File: config.mk
export PLATFORM = sky130hd
export DESIGN_NAME = multi_timer_flat
export DESIGN_NICKNAME = d
export VERILOG_FILES = /design/src/rtl/multi_timer_if.sv /design/src/rtl/multi_timer.sv /design/src/flat_wrapper.sv
export SDC_FILE = /design/constraint.sdc
export NUM_CORES = 1
export LEC_CHECK = 0
export CORE_MARGIN = 2
export CORE_UTILIZATION = 45
export CTS_CLUSTER_SIZE = 30
export DETAILED_ROUTE_END_ITERATION = 7
export PLACE_DENSITY_LB_ADDON = 0.25
export SYNTH_ARGS = -nofsm -noshare
export SYNTH_HDL_FRONTEND = slang
export SYNTH_SLANG_ARGS = --single-unit
File: constraint.sdc
create_clock -name clk -period 4.75 [get_ports clk]
set_clock_uncertainty 0.15 [all_clocks]
set_input_delay 0.475 -clock clk [delete_from_list [all_inputs] [get_ports clk]]
set_output_delay 0.475 -clock clk [all_outputs]
set_load 0.005 [all_outputs]
File: src/rtl/multi_timer_if.sv
// Bus port of multi_timer: one request/acknowledge access channel.
//
// Handshake: the master raises valid with we/strb/addr/data_i stable and
// holds them until it sees ready. The slave accepts on the clock edge where
// valid=1 and ready=0, then drives ready=1 for exactly the following cycle.
// Read data on data_o is valid only while ready=1. The master drops valid
// (or presents a new request) after the ready cycle. As a result, each
// access occupies at least two cycles.
interface multi_timer_if #(
    parameter int ADDR_W = 6
) ();
    logic              valid;
    logic              we;
    logic [3:0]        strb;
    logic [ADDR_W-1:0] addr;
    logic [31:0]       data_i;
    logic [31:0]       data_o;
    logic              ready;

    modport master (
        output valid, we, strb, addr, data_i,
        input  data_o, ready
    );

    modport slave (
        input  valid, we, strb, addr, data_i,
        output data_o, ready
    );
endinterface

File: src/rtl/multi_timer.sv
// multi_timer: NUM_CH independent CNT_W-bit one-shot/periodic timers behind a
// single word-addressed slave port. Channel events latch into a W1C STATUS
// register. MASK gates STATUS into one registered, level-sensitive irq.
//
// Word map: 0 STATUS, 1 MASK, 2 PRESCALE, 3 reserved.
// Channel n at 4+4n: +0 CTRL{PERIODIC,EN}, +1 MAX, +2 CNT (ro), +3 reserved.
//
// Optional feature macro: MULTI_TIMER_PRESCALE_EN adds a shared 16-bit
// prescaler (PRESCALE at word 2), so one tick occurs every PRESCALE+1 clocks.
// Without the macro, every clock is a tick and word 2 reads as zero.
// Sizing rule: 4+4*NUM_CH must fit in 2**ADDR_W words.
module multi_timer #(
    parameter int NUM_CH  = 4,
    parameter int CNT_W   = 32,
    parameter int ADDR_W  = 6,
    parameter int MAX_RST = 50
) (
    input  logic         clk,
    input  logic         rst,
    multi_timer_if.slave bus,
    output logic         irq
);

    logic              ready_r;
    logic [31:0]       data_o_r;
    logic [NUM_CH-1:0] en;
    logic [NUM_CH-1:0] per;
    logic [NUM_CH-1:0] status;
    logic [NUM_CH-1:0] mask;
    logic [NUM_CH-1:0] ev;
    logic [NUM_CH-1:0] wr_ctrl;
    logic [NUM_CH-1:0] wr_max;
    logic [CNT_W-1:0]  max_r [NUM_CH];
    logic [CNT_W-1:0]  cnt_r [NUM_CH];
    logic              acc;
    logic              wr;
    logic              tick;
    logic [ADDR_W-3:0] blk;
    logic [1:0]        sel;
    logic [31:0]       bmask;
    logic [31:0]       rd_data;

    // Byte-lane merge: keep old bytes where strb is low.
    function automatic logic [31:0] merge(input logic [31:0] old_v,
                                          input logic [31:0] new_v,
                                          input logic [31:0] m);
        return (old_v & ~m) | (new_v & m);
    endfunction

    assign acc   = bus.valid & ~ready_r;
    assign wr    = acc & bus.we;
    assign blk   = bus.addr[ADDR_W-1:2];
    assign sel   = bus.addr[1:0];
    assign bmask = {{8{bus.strb[3]}}, {8{bus.strb[2]}},
                    {8{bus.strb[1]}}, {8{bus.strb[0]}}};

    assign bus.ready  = ready_r;
    assign bus.data_o = data_o_r;

`ifdef MULTI_TIMER_PRESCALE_EN
    logic [15:0] prescale;
    logic [15:0] pre_cnt;
    logic        wr_pre;

    assign wr_pre = wr && (blk == '0) && (sel == 2'd2);
    // The >= comparison makes a PRESCALE lowered below pre_cnt wrap on the next clock, rather than after 64k clocks.
    assign tick   = (|en) && (pre_cnt >= prescale);

    // Shared prescaler: runs only while some channel is enabled.
    always_ff @(posedge clk) begin
        if (rst) begin
            prescale <= '0;
            pre_cnt  <= '0;
        end else begin
            if (wr_pre) begin
                prescale <= 16'(merge(32'(prescale), bus.data_i, bmask));
            end
            if (!(|en)) begin
                pre_cnt <= '0;
            end else if (tick) begin
                pre_cnt <= '0;
            end else begin
                pre_cnt <= pre_cnt + 16'd1;
            end
        end
    end
`else
    assign tick = 1'b1;
`endif

    // Per-channel event detection and channel register write strobes.
    always_comb begin
        ev      = '0;
        wr_ctrl = '0;
        wr_max  = '0;
        for (int n = 0; n < NUM_CH; n++) begin
            ev[n]      = en[n] & tick & (cnt_r[n] >= max_r[n]);
            // CTRL lives entirely in byte 0, so lane 0 alone decides the write.
            wr_ctrl[n] = wr && bus.strb[0] && (blk == (ADDR_W-2)'(n + 1)) && (sel == 2'd0);
            wr_max[n]  = wr && (blk == (ADDR_W-2)'(n + 1)) && (sel == 2'd1);
        end
    end

    // Read mux; reserved and unmapped words return zero.
    always_comb begin
        rd_data = '0;
        if (blk == '0) begin
            case (sel)
                2'd0:    rd_data = 32'(status);
                2'd1:    rd_data = 32'(mask);
`ifdef MULTI_TIMER_PRESCALE_EN
                2'd2:    rd_data = 32'(prescale);
`endif
                default: rd_data = '0;
            endcase
        end
        for (int n = 0; n < NUM_CH; n++) begin
            if (blk == (ADDR_W-2)'(n + 1)) begin
                case (sel)
                    2'd0:    rd_data = {30'd0, per[n], en[n]};
                    2'd1:    rd_data = 32'(max_r[n]);
                    2'd2:    rd_data = 32'(cnt_r[n]);
                    default: rd_data = '0;
                endcase
            end
        end
    end

    // Bus acknowledge, read data, STATUS/MASK and the registered irq.
    always_ff @(posedge clk) begin
        if (rst) begin
            ready_r  <= 1'b0;
            data_o_r <= '0;
            status   <= '0;
            mask     <= '0;
            irq      <= 1'b0;
        end else begin
            ready_r  <= acc;
            data_o_r <= (acc && !bus.we) ? rd_data : '0;
            // A new event on the same edge as a W1C keeps the bit set.
            if (wr && (blk == '0) && (sel == 2'd0)) begin
                status <= (status & ~NUM_CH'(bus.data_i & bmask)) | ev;
            end else begin
                status <= status | ev;
            end
            if (wr && (blk == '0) && (sel == 2'd1)) begin
                mask <= NUM_CH'(merge(32'(mask), bus.data_i, bmask));
            end
            irq <= |(status & mask);
        end
    end

    // Channel counters, enables and compare values.
    always_ff @(posedge clk) begin
        if (rst) begin
            en  <= '0;
            per <= '0;
            for (int n = 0; n < NUM_CH; n++) begin
                cnt_r[n] <= '0;
                max_r[n] <= CNT_W'(MAX_RST);
            end
        end else begin
            for (int n = 0; n < NUM_CH; n++) begin
                if (!en[n]) begin
                    cnt_r[n] <= '0;
                end else if (tick) begin
                    cnt_r[n] <= ev[n] ? '0 : cnt_r[n] + 1'b1;
                end
                // A CPU write to CTRL overrides the hardware one-shot disable.
                if (wr_ctrl[n]) begin
                    en[n]  <= bus.data_i[0];
                    per[n] <= bus.data_i[1];
                end else if (ev[n] && !per[n]) begin
                    en[n] <= 1'b0;
                end
                if (wr_max[n]) begin
                    max_r[n] <= CNT_W'(merge(32'(max_r[n]), bus.data_i, bmask));
                end
            end
        end
    end

endmodule

File: src/flat_wrapper.sv
// flat-port wrapper written by rule: the top's interface ports become plain ports
module multi_timer_flat 
#(
    parameter int NUM_CH  = 4,
    parameter int CNT_W   = 32,
    parameter int ADDR_W  = 6,
    parameter int MAX_RST = 50
)
  (clk, rst, irq, bus_valid, bus_we, bus_strb, bus_addr, bus_data_i, bus_data_o, bus_ready);
  multi_timer_if #(.ADDR_W(ADDR_W)) bus_i ();
  input  logic clk;
  input  logic rst;
  output logic irq;
  input wire logic [$bits(bus_i.valid)-1:0] bus_valid;
  input wire logic [$bits(bus_i.we)-1:0] bus_we;
  input wire logic [$bits(bus_i.strb)-1:0] bus_strb;
  input wire logic [$bits(bus_i.addr)-1:0] bus_addr;
  input wire logic [$bits(bus_i.data_i)-1:0] bus_data_i;
  output wire logic [$bits(bus_i.data_o)-1:0] bus_data_o;
  output wire logic [$bits(bus_i.ready)-1:0] bus_ready;
  assign bus_i.valid = bus_valid;
  assign bus_i.we = bus_we;
  assign bus_i.strb = bus_strb;
  assign bus_i.addr = bus_addr;
  assign bus_i.data_i = bus_data_i;
  assign bus_data_o = bus_i.data_o;
  assign bus_ready = bus_i.ready;
  multi_timer #(.NUM_CH(NUM_CH), .CNT_W(CNT_W), .ADDR_W(ADDR_W), .MAX_RST(MAX_RST)) u_core (.clk(clk), .rst(rst), .bus(bus_i), .irq(irq));
endmodule
==> results_dict.tcl, run 1 <==
set metrics [dict create \
    ys_top_cells_by_count "edfxtp_1 (256), nor2_1 (246), o21ai_0 (151)" \
    maxSlewViolCount 0 \
    grt_pass1_wl_mm 84.7 \
    min_period_over_period_pct 68.7 \
    slowest_delay_ps 800 \
    internal_power_w 0.00469 \
    globalplace.congestion 0.909 \
    worst-endpoint-required_ps 4870 \
    grt-busiest-layer "met2" \
    synth_simple_gate_area_share_pct 18.3 \
    cts_tree "built" \
    grt_usage_pct 24.9 \
    yosys_warnings 0 \
    rows 74 \
    use_met2_pct 37.4 \
    period_needed_ps 3260 \
    chipWidth_um 208 \
    switching_share_pct 25.2 \
    synth_compound_area_share_pct 15.5 \
    postSynth.asyncResetShare_pct 0 \
    drive_gt1_share_pct 4.23 \
    synth_most_common_cell "edfxtp_1" \
    status "complete, no violations" \
    synthMuxAreaShare_pct 0.639 \
    cp_max_fo 32 \
    avgViaCountPerCell 5.78 \
    cts_made_buffers 37 \
    crit_arrival_ps 3390 \
    cts.sinks 306 \
    hold_class "reg -> reg" \
    start_util_pct 45.8 \
    post_cts.repair.setup_buffers 0 \
    synth.area.top_cells "edfxtp_1 (41%), ha_1 (8.8%), dfxtp_1 (5.3%)" \
    syn-instance-count 1977 \
    first_pass_iters 7 \
    ys_seq_area_share_pct 46.2 \
    p_leak_nw 8.29 \
    ant_nets 0 \
    clockPowerShare_pct 42.0 \
    cts_buffer_depth 3 \
    ys.flop_type "edfxtp_1" \
    ys_types 54 \
    tightestPinTransition_ps 1320 \
    avgSynthCellArea_um2 9.51 \
    synth_top_family_by_area "simple AND/OR/NAND/NOR gates" \
    slowest_stage "nor4_1" \
    crit_family "simple AND/OR/NAND/NOR gates" \
    cp_cell_sequence "ha_1 -> nand4_1 -> nor4_1 -> o21ai_0 -> nand3_1 -> buf_4 -> nor2_1" \
    synth-xor-area-share_pct 5.59 \
    wirelength_mm 54.3 \
    fin_nets 2322 \
    core_area_um2 41000 \
    rsz0062_at_grt "false" \
    yosys.area_share.adder_pct 8.78 \
    crit_type "reg -> reg" \
    synth_area_um2 18800 \
    h-tree-depth 2 \
    finalHoldViolations 0 \
    synth_top_area_share_pct 40.9 \
    overflow 0 \
    dp_hpwl_mm 39.8 \
    crit_buf_inv 1 \
    max_freq_ghz 0.306 \
    post_drt_wl_per_cell_um 20.1 \
    grt_util_met1_pct 37.1 \
    grt_pass1_vias 14970 \
    drc 0 \
    powerDensity_nw_per_um2 289 \
    p_seq_share_pct 49.1 \
    grtUsageMet3_pct 3.15 \
    die_height_um 208 \
    clkTransAtPathRegs_ps 60 \
    synth_edf_count 256 \
    num_io_pins 80 \
    end_kind "flip-flop" \
    io_buffers 79 \
    vias 15643 \
    nFillCells 3699 \
    drv_cap 0 \
    clk_latency_ps 540 \
    cts_resized 0 \
    die_area_um2 43400 \
    net-switching-power_w 0.00158 \
    dr.first_iter.drc_count 1580 \
    cts_hold_buf 0 \
    setup_violations 0 \
    synthToLayoutAreaGrowth_pct 15.5 \
    cp-start-kind "flip-flop" \
    antenna_found_initial 1 \
    setup_tns_ps 0 \
    peakVddDrop_mv 0.263 \
    max_slew_margin_pct 11.9 \
    grt_max_degree 114 \
    comb_power_share_pct 8.9 \
    yosysTopAreaCell "edfxtp_1" \
    holdWs_ps 338 \
    cts_root_buffer "clkbuf_16" \
    ys_ff_latch 306 \
]
worst min-delay path: stages (launching register included):
cell and delay [ps]:
dfxtp_1 320, inv_1 70, a211oi_1 60
power groups by stage:
| stage | clock network (W) | registers, W | logic (W) |
|---|---|---|---|
| 6_report | 0.00263 | 0.00308 | 0.000557 |
| 5_1_grt | 0.00278 | 0.00309 | 0.000614 |
| 4_1_cts | 0.00267 | 0.00308 | 0.000545 |
| 3_5_place_dp | 0 | 0.00313 | 0.000540 |
| 3_3_place_gp | 0 | 0.00313 | 0.000531 |
| 2_1_floorplan | 0 | 0.00309 | 0.000351 |
state kept, by name, indices dropped and copies added, names as in the netlist, named ones only:
signal / flops
u_core.irq: 1
u_core.per: 4
u_core.max_r: 128
u_core.cnt_r: 128
u_core.status: 4
u_core.en: 4
u_core.bus.ready: 1
u_core.bus.data_o: 32
through the flow:
| step | cells | worst slack [ps] | utilization [%] | area [um^2] | power, W |
|---|---|---|---|---|---|
| final | 2706 | 1490 | 52.9 | 21700 | 0.00627 |
| after global routing | 2705 | 1420 | 52.9 | 21700 | 0.00649 |
| after CTS | 2705 | 1520 | 52.9 | 21700 | 0.00630 |
| after detailed placement | 2637 | 1220 | 50.3 | 20600 | 0.00367 |
| after global placement | 2637 | 1280 | 50.3 | 20600 | 0.00366 |
| after floorplan | 2104 | 1030 | - | 19300 | 0.00345 |
layer usage:
metal / wire length (um) / share of wire [%] / vias to the layer above
li1: - / - / 7382
met1: 24200 / 45 / 7476
met5: 0 / 0 / -
met4: 1610 / 3.0 / 0
met3: 4990 / 9.2 / 92
met2: 23500 / 43 / 693
path summary, 6_finish.rpt:
| path | slack, ps | cells after the start | to | startpoint |
|---|---|---|---|---|
| setup reg to reg | 1490 | 7 | u_core.cnt_r[0][121] | u_core.cnt_r[0][125] |
| hold / removal | 340 | 2 | u_core.status[3] | u_core.en[3] |
| setup / recovery | 1490 | 7 | u_core.cnt_r[0][121] | u_core.cnt_r[0][125] |
| hold reg to reg | 340 | 2 | u_core.status[3] | u_core.en[3] |
final cells by class:
| type | instances | area [um^2] | share of cell area (%) |
|---|---|---|---|
| Timing Repair Buffer | 104 | 1020 | 4.68 |
| Inverter | 145 | 544 | 2.51 |
| Multi-Input combinational cell | 1550 | 9700 | 44.7 |
| Tap cell | 532 | 666 | 3.07 |
| Antenna cell | 1 | 2.50 | 0.0115 |
| Sequential cell | 306 | 8690 | 40.0 |
| Clock buffer | 53 | 1030 | 4.74 |
| Clock inverter | 15 | 68.8 | 0.317 |
cell usage in the layout (no fill, tap or decap), drive strengths merged, types with 67 or more instances in the layout:
cell,n
conb,128
ha,132
nor2,249
a22oi,67
o21ai,151
nand2,123
a21oi,86
inv,146
edfxtp,256
and2,88
clkdlybuf4s50,79
logic make-up after synthesis:
kind of cell,after synthesis
AO/OA/AOI/OAI,455
XOR/XNOR,120
adder cells (fa/ha/maj),132
buffers and inverters,248
flip-flops,306
multiplexers,12
other,1
AND/OR/NAND/NOR,703
Power figures use the tool's default switching activity.
==> run 2: changes to the inputs <==
clock period = 2.9 ns   (was 4.75 ns; I/O delays follow)
==> results_dict.tcl, run 2 (same netlist as run 1, synthesis figures left out) <==
set metrics [dict create \
    status "complete, no violations" \
    crit_start "u_core.cnt_r[0][31]" \
    drv_cap 0 \
    grt_pass1_vias 15628 \
    grt_pass1_wl_mm 87.7 \
    cp_max_fo 32 \
    peakVddDrop_mv 0.367 \
    worst-endpoint-required_ps 3040 \
    grt_max_degree 45 \
    slowest_stage "nor4_1" \
    cts.sinks 306 \
    clockPowerShare_pct 43.1 \
    crit_buf_inv 2 \
    io_buffers 79 \
    p_leak_nw 8.94 \
    dp_hpwl_mm 41.6 \
    first_pass_iters 6 \
    rsz0062_at_grt "false" \
    dr.first_iter.drc_count 1685 \
    post_drt_wl_per_cell_um 20.0 \
    fin_nets 2427 \
    slowest_delay_ps 580 \
    crit_arrival_ps 2870 \
    die_area_um2 43400 \
    end_kind "flip-flop" \
    mostFrequentLayoutCells "edfxtp_1 (256), nor2_1 (246), o21ai_0 (150), inv_1 (145), ha_1 (132)" \
    hold_class "in -> reg" \
    layout_commonest_cell "edfxtp_1" \
    comb_power_share_pct 10.2 \
    crit_family "simple AND/OR/NAND/NOR gates" \
    cts_buffer_depth 3 \
    nFillCells 3637 \
    powerDensity_nw_per_um2 468 \
    h-tree-depth 2 \
    min_period_over_period_pct 94.1 \
    finalHoldViolations 0 \
    clkTransAtPathRegs_ps 60 \
    tightestPinTransition_ps 750 \
    cp_cell_sequence "ha_1 -> nand4_1 -> nor4_1 -> buf_4 -> o21ai_0 -> nand3_1 -> buf_12 -> nor2_1" \
    antenna_found_initial 4 \
    cts_root_buffer "clkbuf_16" \
    post_cts.repair.setup_buffers 0 \
    post-route-util_pct 55.7 \
    drc 0 \
    globalplace.congestion 0.892 \
    setup_tns_ps 0 \
    r2r_start "u_core.cnt_r[0][31]" \
    internal_power_w 0.00801 \
    cp-start-kind "flip-flop" \
    postLayoutCellArea_um2 22800 \
    setup_violations 0 \
    p_seq_share_pct 46.7 \
    cts_tree "built" \
    overflow 0 \
    clk_latency_ps 560 \
    grt_usage_pct 25.9 \
    net-switching-power_w 0.00267 \
    start_util_pct 45.8 \
    max_freq_ghz 0.366 \
    rows 74 \
    wirelength_mm 56.2 \
    crit_type "reg -> reg" \
    synthToLayoutAreaGrowth_pct 21.5 \
    period_needed_ps 2730 \
    maxSlewViolCount 0 \
    core_area_um2 41000 \
    multi_input_area_um2 9730 \
    max_slew_margin_pct 50.0 \
    chipWidth_um 208 \
    ant_nets 0 \
    num_io_pins 80 \
    cts_hold_buf 0 \
    min_from "bus_valid" \
    place_area_um2 21600 \
    seq_area_um2 8690 \
    vias 16108 \
    switching_share_pct 25.0 \
    die_height_um 208 \
    avgViaCountPerCell 5.72 \
    drive_gt1_share_pct 9.17 \
    cts_made_buffers 37 \
]
## run 2: changes by cell type in the layout (fill, tap and decap cells not counted), sizes merged
cell,delta
buf,+105
clkinv,-10
clkbuf,+9
diode,+4
inv,+1
## run 2: cell type report
class,instances,share of cell area (%)
antenna,5,0.0548
clock inverter,6,0.159
inverter,145,2.38
timing repair buffer,209,8.83
multi-input combinational,1550,42.6
sequential,306,38.0
tap,532,2.91
clock buffer,62,5.04
## run 2: worst paths after layout
kind	to	slack [ps]	cells after the start
min reg2reg	u_core.per[1]	330	2
max reg2reg	u_core.cnt_r[0][24]	170	8
min	u_core.bus.ready	170	3
max	u_core.cnt_r[0][24]	170	8
## run 2: repair_timing
action,CTS,global route
setup endpoints to repair,0,54
hold endpoints to repair,0,0
resized for setup,0,6
## run 2: power groups by stage
stage | logic (W) | clock network, W | registers (W)
floorplan | 0.000577 | 0 | 0.00507
global placement | 0.00104 | 0 | 0.00507
detailed placement | 0.00105 | 0 | 0.00508
CTS | 0.00106 | 0.00467 | 0.00498
global route | 0.00119 | 0.00482 | 0.00500
finish | 0.00109 | 0.00461 | 0.00499
## run 2: per-layer routing
metal	vias up	global-route usage [%]	share of wire (%)
met2	614	40.1	45
met4	2	9.38	3.2
met3	114	5.74	8.6
li1	7596	-	-
met5	-	0	0.020
met1	7782	35.5	43
## run 2: worst min-delay path: stages
cell,delay (ps)
clkdlybuf4s50_1,410
nand2b_1,90
nor2_1,40
## run 2: metrics by stage
| step | std cells | total power, W | hold WS [ps] | setup WS [ps] |
|---|---|---|---|---|
| 6_report | 2815 | 0.0107 | 165 | 170 |
| 3_3_place_gp | 2742 | 0.00611 | 313 | 73.1 |
| 2_1_floorplan | 2104 | 0.00564 | 282 | 32.5 |
| 4_1_cts | 2810 | 0.0107 | 144 | 20.7 |
| 3_5_place_dp | 2742 | 0.00613 | 317 | 43.4 |
| 5_1_grt | 2810 | 0.0110 | 214 | 18.9 |
